**src/rtl/sys_bridge_tc_if.sv**
```systemverilog
// CPU data-port bundle between the pipeline M stage and sys_bridge_tc.
//   m_data_addr    CPU byte address
//   m_data_wdata   CPU write data, already lane-shifted
//   m_data_byteen  CPU byte enables (4'h0 = read / no write)
//   m_data_rdata   combinational read data back to the CPU
// Modports: master = CPU side, slave = bridge side.
interface sys_bridge_tc_if;
  logic [31:0] m_data_addr;
  logic [31:0] m_data_wdata;
  logic [3:0]  m_data_byteen;
  logic [31:0] m_data_rdata;

  modport master (output m_data_addr, output m_data_wdata, output m_data_byteen,
                  input  m_data_rdata);
  modport slave  (input  m_data_addr, input  m_data_wdata, input  m_data_byteen,
                  output m_data_rdata);
endinterface

```
**src/rtl/sys_bridge_tc.sv**
```systemverilog
// sys_bridge_tc: responder for the CPU data port. Decodes each access to data
// memory, timer 0 or timer 1, and owns two down-counting timers with IRQs.
// Reads are same-cycle (combinational); writes commit on the rising clk edge.
//
// Ports:
//   clk, reset   single clock, synchronous active-high reset
//   cpu          sys_bridge_tc_if.slave (m_data_addr/wdata/byteen/rdata)
//   dm_addr      = m_data_addr
//   dm_wdata     = m_data_wdata
//   dm_byteen    = m_data_byteen when address is in DM range, else 4'h0
//   dm_rdata     combinational DM read data
//   irq[i]       CTRL_i.IM & flag_i
//
// Timer register map (word offsets from TCi_BASE): CTRL +0, PRESET +4, COUNT +8.
// CTRL[3]=IM, CTRL[2:1]=MODE (01 auto-reload, else one-shot), CTRL[0]=EN.
//
// Build option: define SYS_BRIDGE_TC1_EN to instantiate timer 1. Without it the
// TC1 window still decodes to the bridge but reads 0, drops writes, irq[1]=0.
module sys_bridge_tc #(
  parameter logic [31:0] DM_BASE  = 32'h0000_0000,
  parameter logic [31:0] DM_END   = 32'h0000_2FFF,
  parameter logic [31:0] TC0_BASE = 32'h0000_7F00,
  parameter logic [31:0] TC1_BASE = 32'h0000_7F10
) (
  input  logic                  clk,
  input  logic                  reset,
  sys_bridge_tc_if.slave        cpu,
  output logic [31:0]           dm_addr,
  output logic [31:0]           dm_wdata,
  output logic [3:0]            dm_byteen,
  input  logic [31:0]           dm_rdata,
  output logic [1:0]            irq
);

`ifdef SYS_BRIDGE_TC1_EN
  localparam int unsigned NUM_TC = 2;
`else
  localparam int unsigned NUM_TC = 1;
`endif

  typedef enum logic [1:0] {ST_IDLE, ST_CNT, ST_INT} tc_state_t;

  // 33-bit differences give range checks that stay well-formed when DM_BASE is 0.
  logic [32:0] dm_lo_diff;
  logic [32:0] dm_hi_diff;
  logic        dm_hit;
  logic [1:0]  reg_sel;
  logic        full_wr;

  assign dm_lo_diff = {1'b0, cpu.m_data_addr} - {1'b0, DM_BASE};
  assign dm_hi_diff = {1'b0, DM_END} - {1'b0, cpu.m_data_addr};
  assign dm_hit     = ~dm_lo_diff[32] & ~dm_hi_diff[32];

  assign dm_addr   = cpu.m_data_addr;
  assign dm_wdata  = cpu.m_data_wdata;
  assign dm_byteen = dm_hit ? cpu.m_data_byteen : 4'h0;

  assign reg_sel = cpu.m_data_addr[3:2];
  assign full_wr = (cpu.m_data_byteen == 4'hF);

  logic [NUM_TC-1:0]       tc_hit;
  logic [NUM_TC-1:0]       tc_irq;
  logic [NUM_TC-1:0][31:0] tc_rdata;

  for (genvar g = 0; g < NUM_TC; g++) begin : g_tc
    localparam logic [31:0] BASE = (g == 0) ? TC0_BASE : TC1_BASE;

    tc_state_t   state;
    logic [3:0]  ctrl;
    logic [31:0] preset;
    logic [31:0] count;
    logic        flag;
    logic        ctrl_wr;
    logic        preset_wr;
    logic [31:0] rd;

    assign tc_hit[g]  = (cpu.m_data_addr[31:4] == BASE[31:4]) && (reg_sel != 2'b11);
    assign ctrl_wr    = tc_hit[g] & full_wr & (reg_sel == 2'b00);
    assign preset_wr  = tc_hit[g] & full_wr & (reg_sel == 2'b01);
    assign tc_irq[g]  = ctrl[3] & flag;

    // A CTRL write restarts the timer from IDLE and takes priority over the
    // normal state step, including a CNT->INT transition on the same edge.
    always_ff @(posedge clk) begin
      if (reset) begin
        state  <= ST_IDLE;
        ctrl   <= '0;
        preset <= '0;
        count  <= '0;
        flag   <= 1'b0;
      end else if (ctrl_wr) begin
        ctrl  <= cpu.m_data_wdata[3:0];
        state <= ST_IDLE;
        flag  <= 1'b0;
      end else begin
        if (preset_wr) preset <= cpu.m_data_wdata;
        case (state)
          ST_IDLE: begin
            if (ctrl[0]) begin
              count <= preset;
              state <= ST_CNT;
            end
          end
          ST_CNT: begin
            if (count != '0) begin
              count <= count - 32'd1;
            end else begin
              state <= ST_INT;
              flag  <= 1'b1;
            end
          end
          ST_INT: begin
            if (ctrl[2:1] == 2'b01) begin
              flag  <= 1'b0;
              count <= preset;
              state <= ST_CNT;
            end else begin
              ctrl[0] <= 1'b0;
              state   <= ST_IDLE;
            end
          end
          default: state <= ST_IDLE;
        endcase
      end
    end

    always_comb begin
      rd = '0;
      case (reg_sel)
        2'b00:   rd = {28'h0, ctrl};
        2'b01:   rd = preset;
        2'b10:   rd = count;
        default: rd = '0;
      endcase
    end

    assign tc_rdata[g] = rd;
  end

  always_comb begin
    cpu.m_data_rdata = '0;
    if (dm_hit) cpu.m_data_rdata = dm_rdata;
    for (int unsigned i = 0; i < NUM_TC; i++) begin
      if (tc_hit[i]) cpu.m_data_rdata = tc_rdata[i];
    end
  end

`ifdef SYS_BRIDGE_TC1_EN
  assign irq = tc_irq;
`else
  assign irq = {1'b0, tc_irq};
`endif

endmodule

```
**src/flat_wrapper.sv**
```systemverilog
// flat-port wrapper written by rule: the top's interface ports become plain ports
module sys_bridge_tc_flat 
#(
  parameter logic [31:0] DM_BASE  = 32'h0000_0000,
  parameter logic [31:0] DM_END   = 32'h0000_2FFF,
  parameter logic [31:0] TC0_BASE = 32'h0000_7F00,
  parameter logic [31:0] TC1_BASE = 32'h0000_7F10
)
  (clk, reset, dm_addr, dm_wdata, dm_byteen, dm_rdata, irq, cpu_m_data_addr, cpu_m_data_wdata, cpu_m_data_byteen, cpu_m_data_rdata);
  sys_bridge_tc_if cpu_i ();
  input  logic clk;
  input  logic reset;
  output logic [31:0] dm_addr;
  output logic [31:0] dm_wdata;
  output logic [3:0] dm_byteen;
  input  logic [31:0] dm_rdata;
  output logic [1:0] irq;
  input wire logic [$bits(cpu_i.m_data_addr)-1:0] cpu_m_data_addr;
  input wire logic [$bits(cpu_i.m_data_wdata)-1:0] cpu_m_data_wdata;
  input wire logic [$bits(cpu_i.m_data_byteen)-1:0] cpu_m_data_byteen;
  output wire logic [$bits(cpu_i.m_data_rdata)-1:0] cpu_m_data_rdata;
  assign cpu_i.m_data_addr = cpu_m_data_addr;
  assign cpu_i.m_data_wdata = cpu_m_data_wdata;
  assign cpu_i.m_data_byteen = cpu_m_data_byteen;
  assign cpu_m_data_rdata = cpu_i.m_data_rdata;
  sys_bridge_tc #(.DM_BASE(DM_BASE), .DM_END(DM_END), .TC0_BASE(TC0_BASE), .TC1_BASE(TC1_BASE)) u_core (.clk(clk), .reset(reset), .cpu(cpu_i), .dm_addr(dm_addr), .dm_wdata(dm_wdata), .dm_byteen(dm_byteen), .dm_rdata(dm_rdata), .irq(irq));
endmodule
```
**config.mk**
```make
export PLATFORM = sky130hd
export DESIGN_NAME = sys_bridge_tc_flat
export DESIGN_NICKNAME = d
export VERILOG_FILES = /design/src/rtl/sys_bridge_tc_if.sv /design/src/rtl/sys_bridge_tc.sv /design/src/flat_wrapper.sv
export SDC_FILE = /design/constraint.sdc
export NUM_CORES = 1
export LEC_CHECK = 0
export CAP_MARGIN = 20
export CORE_ASPECT_RATIO = 1.2
export CORE_UTILIZATION = 45
export CTS_CLUSTER_SIZE = 28
export DETAILED_ROUTE_END_ITERATION = 10
export PLACE_DENSITY_LB_ADDON = 0.25
export SYNTH_ARGS = -nofsm -noshare
export SYNTH_HDL_FRONTEND = slang
export SYNTH_SLANG_ARGS = --single-unit
export TNS_END_PERCENT = 1
```
**constraint.sdc**
```tcl
create_clock -name clk -period 4.1 [get_ports clk]
set_input_delay 0.41 -clock clk [delete_from_list [all_inputs] [get_ports clk]]
set_output_delay 0.41 -clock clk [all_outputs]
set_load 0.05 [all_outputs]
```
==> impl_metrics.tcl <==
set metrics [dict create \
    status "complete, no violations" \
    cts.repair.resized 0 \
    antenna_left 0 \
    cts_buffer_depth 2 \
    syn_area_mm2 0.004863 \
    ys_types 65 \
    final_cell_mix "161 x clkdlybuf4s50_1, 71 x dfxtp_1, 64 x nor2_1" \
    critPathKind "in -> out" \
    leakagePower_nw 2.392 \
    synth_top_area_frac 0.2923 \
    grt_antenna_before_repair 0 \
    nNetsFinal 846 \
    initial_core_util 0.4625 \
    syn_to_final_growth_pct 44.53 \
    clock_sinks 71 \
    cp-start-kind "input pin" \
    io_buffer_count 198 \
    drv_slew 0 \
    syn_inst 629 \
    grt_first_pass_wirelength_mm 24.43 \
    hp-class "reg -> reg" \
    route.detailed.drc 0 \
    cap_violations 0 \
    clk_root_buffer_cell "clkbuf_16" \
    first_pass_iters 4 \
    syn_nets 736 \
    relSlewSlack 0.2949 \
    cts_buffers 9 \
    finalCritPeriodShare 0.7958 \
    synth.yosys.seq_area_share 0.2923 \
    setup_viol 0 \
    yosysWarningCount 0 \
    vias 5061 \
    grt-ovfl-total 0 \
    place_congestion 0.8861 \
    drt_iter0_drc 246 \
    ys_async_sr_fraction 0 \
    dp_hpwl_mm 11.02 \
    rows 41 \
    first_global_vias 5033 \
    setup-tns-final_ps 0 \
    fmax_ghz 0.3065 \
    switching_power_w 0.0005515 \
    avgSynthCellArea_um2 7.732 \
    clk_transition_reported_paths_ps 50 \
    drive_gt1_frac 0.1050 \
    grt_max_degree 58 \
    netSwitchingFraction 0.2919 \
    wl_mm 14.98 \
    worstPathArrival_ps 2850 \
    die-height_um 115.9 \
    synth.area.top_cells "dfxtp_1 29%, buf_4 10%, mux2i_1 8.2%, a22oi_1 6.3%, nor2_1 4.9%" \
    place_inst 857 \
    htreeDepth 3 \
    seqPwrFrac 0.370 \
    vdd_drop_max_mv 0.2431 \
    ys.flop_type "dfxtp_1" \
    cts_hold_buf 0 \
    die_area_mm2 0.01123 \
    fin_cells 872 \
    worstPathMaxFanout 33 \
    pwr-share-clk 0.396 \
    wire_per_inst_um 17.18 \
    synth_seq_cells 71 \
    fillers 926 \
    hold_viol 0 \
    post_cts_buffers 0 \
    layout_commonest_cell "clkdlybuf4s50_1" \
    min_period_ps 3263 \
    grt_usage 0.2665 \
    core-area_mm2 0.01052 \
    crit_path_end_kind "primary output" \
    rsz0062_at_grt "no" \
    die_x_um 96.90 \
    viasPerCell 5.804 \
    p_comb_frac 0.234 \
    p_int_w 0.001338 \
    worst_pin_slew_ps 1058 \
    antenna_cells 0 \
    synth_edf_count 0 \
    io_pins 204 \
    skew_ps 6.483 \
    cts_tree "built" \
    pwr_density_cell_mw_per_mm2 268.8 \
    cp_data_required_time_ps 3690 \
    clock_latency_ps 330 \
    utilization 0.6684 \
    synth_area_leader_cell "dfxtp_1" \
]
[worst paths after layout]
path	from	endpoint	slack, ps	depth (start not counted)
worst max-delay path	cpu_m_data_addr[2]	cpu_m_data_rdata[31]	840	7
worst min-delay path	u_core.g_tc[0].flag	u_core.g_tc[0].flag	490	2
worst max register to register	u_core.g_tc[0].count[0]	u_core.g_tc[0].count[14]	880	9
worst min register to register	u_core.g_tc[0].flag	u_core.g_tc[0].flag	490	2
[cells in the mapped netlist (all sizes together), types with 6 or more instances]
cell	number
nand2	57
o21a	7
a211oi	6
nor3	18
nor4	13
nor2	64
mux2i	40
dfxtp	71
o21ai	54
clkbuf	36
or3	6
a22oi	41
a31oi	8
nand3	8
inv	9
a21oi	28
buf	77
[worst max-delay path, stage by stage]
cell	delay, ps
clkdlybuf4s50_1	610
a211o_1	360
nor4_1	320
nand3_1	120
buf_4	270
o21ai_0	530
buf_12	210
[per-layer routing]
| metal | GRT usage | vias up | routed length [um] |
|---|---|---|---|
| li1 | - | 2449 | - |
| met1 | 0.2988 | 2391 | 5850 |
| met2 | 0.4944 | 195 | 7960 |
| met3 | 0.05609 | 26 | 850 |
| met4 | 0.1065 | 0 | 319 |
| met5 | 0 | - | 0 |
[metrics by stage]
step	instance area [um2]	hold WS (ps)	power [W]	setup slack [ps]
2_1_floorplan	4863	454.0	0.0009980	974.1
3_3_place_gp	6741	480.3	0.001148	720.6
3_5_place_dp	6749	478.0	0.001154	538.3
4_1_cts	7029	487.4	0.001899	868.7
5_1_grt	7029	510.0	0.001956	635.4
6_report	7029	494.9	0.001890	837.1
[registers in the layout, indices dropped and copies added (netlist names)]
register,cells
u_core.g_tc.state,2
u_core.g_tc.flag,1
u_core.g_tc.ctrl,4
u_core.g_tc.count,32
u_core.g_tc.preset,32
[kinds of logic after synthesis]
kind of cell | count (synthesis) | share of synthesized area
buffers and inverters | 122 | 0.1502
AO/OA/AOI/OAI | 178 | 0.2380
AND/OR/NAND/NOR | 209 | 0.2171
XOR/XNOR | 1 | 0.001801
flip-flops | 71 | 0.2923
adder cells (fa/ha/maj) | 5 | 0.01286
multiplexers | 42 | 0.08696
other | 1 | 0.0007711
[power groups by stage]
stage	registers (W)	logic [W]	clock network, W
floorplan	0.000711	0.000287	0
global route	0.000699	0.000466	0.000791
detailed placement	0.000714	0.000440	0
finish	0.000699	0.000442	0.000749
global placement	0.000713	0.000434	0
CTS	0.000699	0.000442	0.000758
[cell type report]
class / instances / area (um2) / area share
Clock inverter: 4 / 47.55 / 0.006764
Sequential cell: 71 / 1421 / 0.2022
Inverter: 9 / 33.78 / 0.004806
Multi-Input combinational cell: 436 / 2728 / 0.3880
Clock buffer: 11 / 232.7 / 0.03311
Tap cell: 129 / 161.4 / 0.02296
Timing Repair Buffer: 212 / 2405 / 0.3421
(Power assumes the default switching activity.)
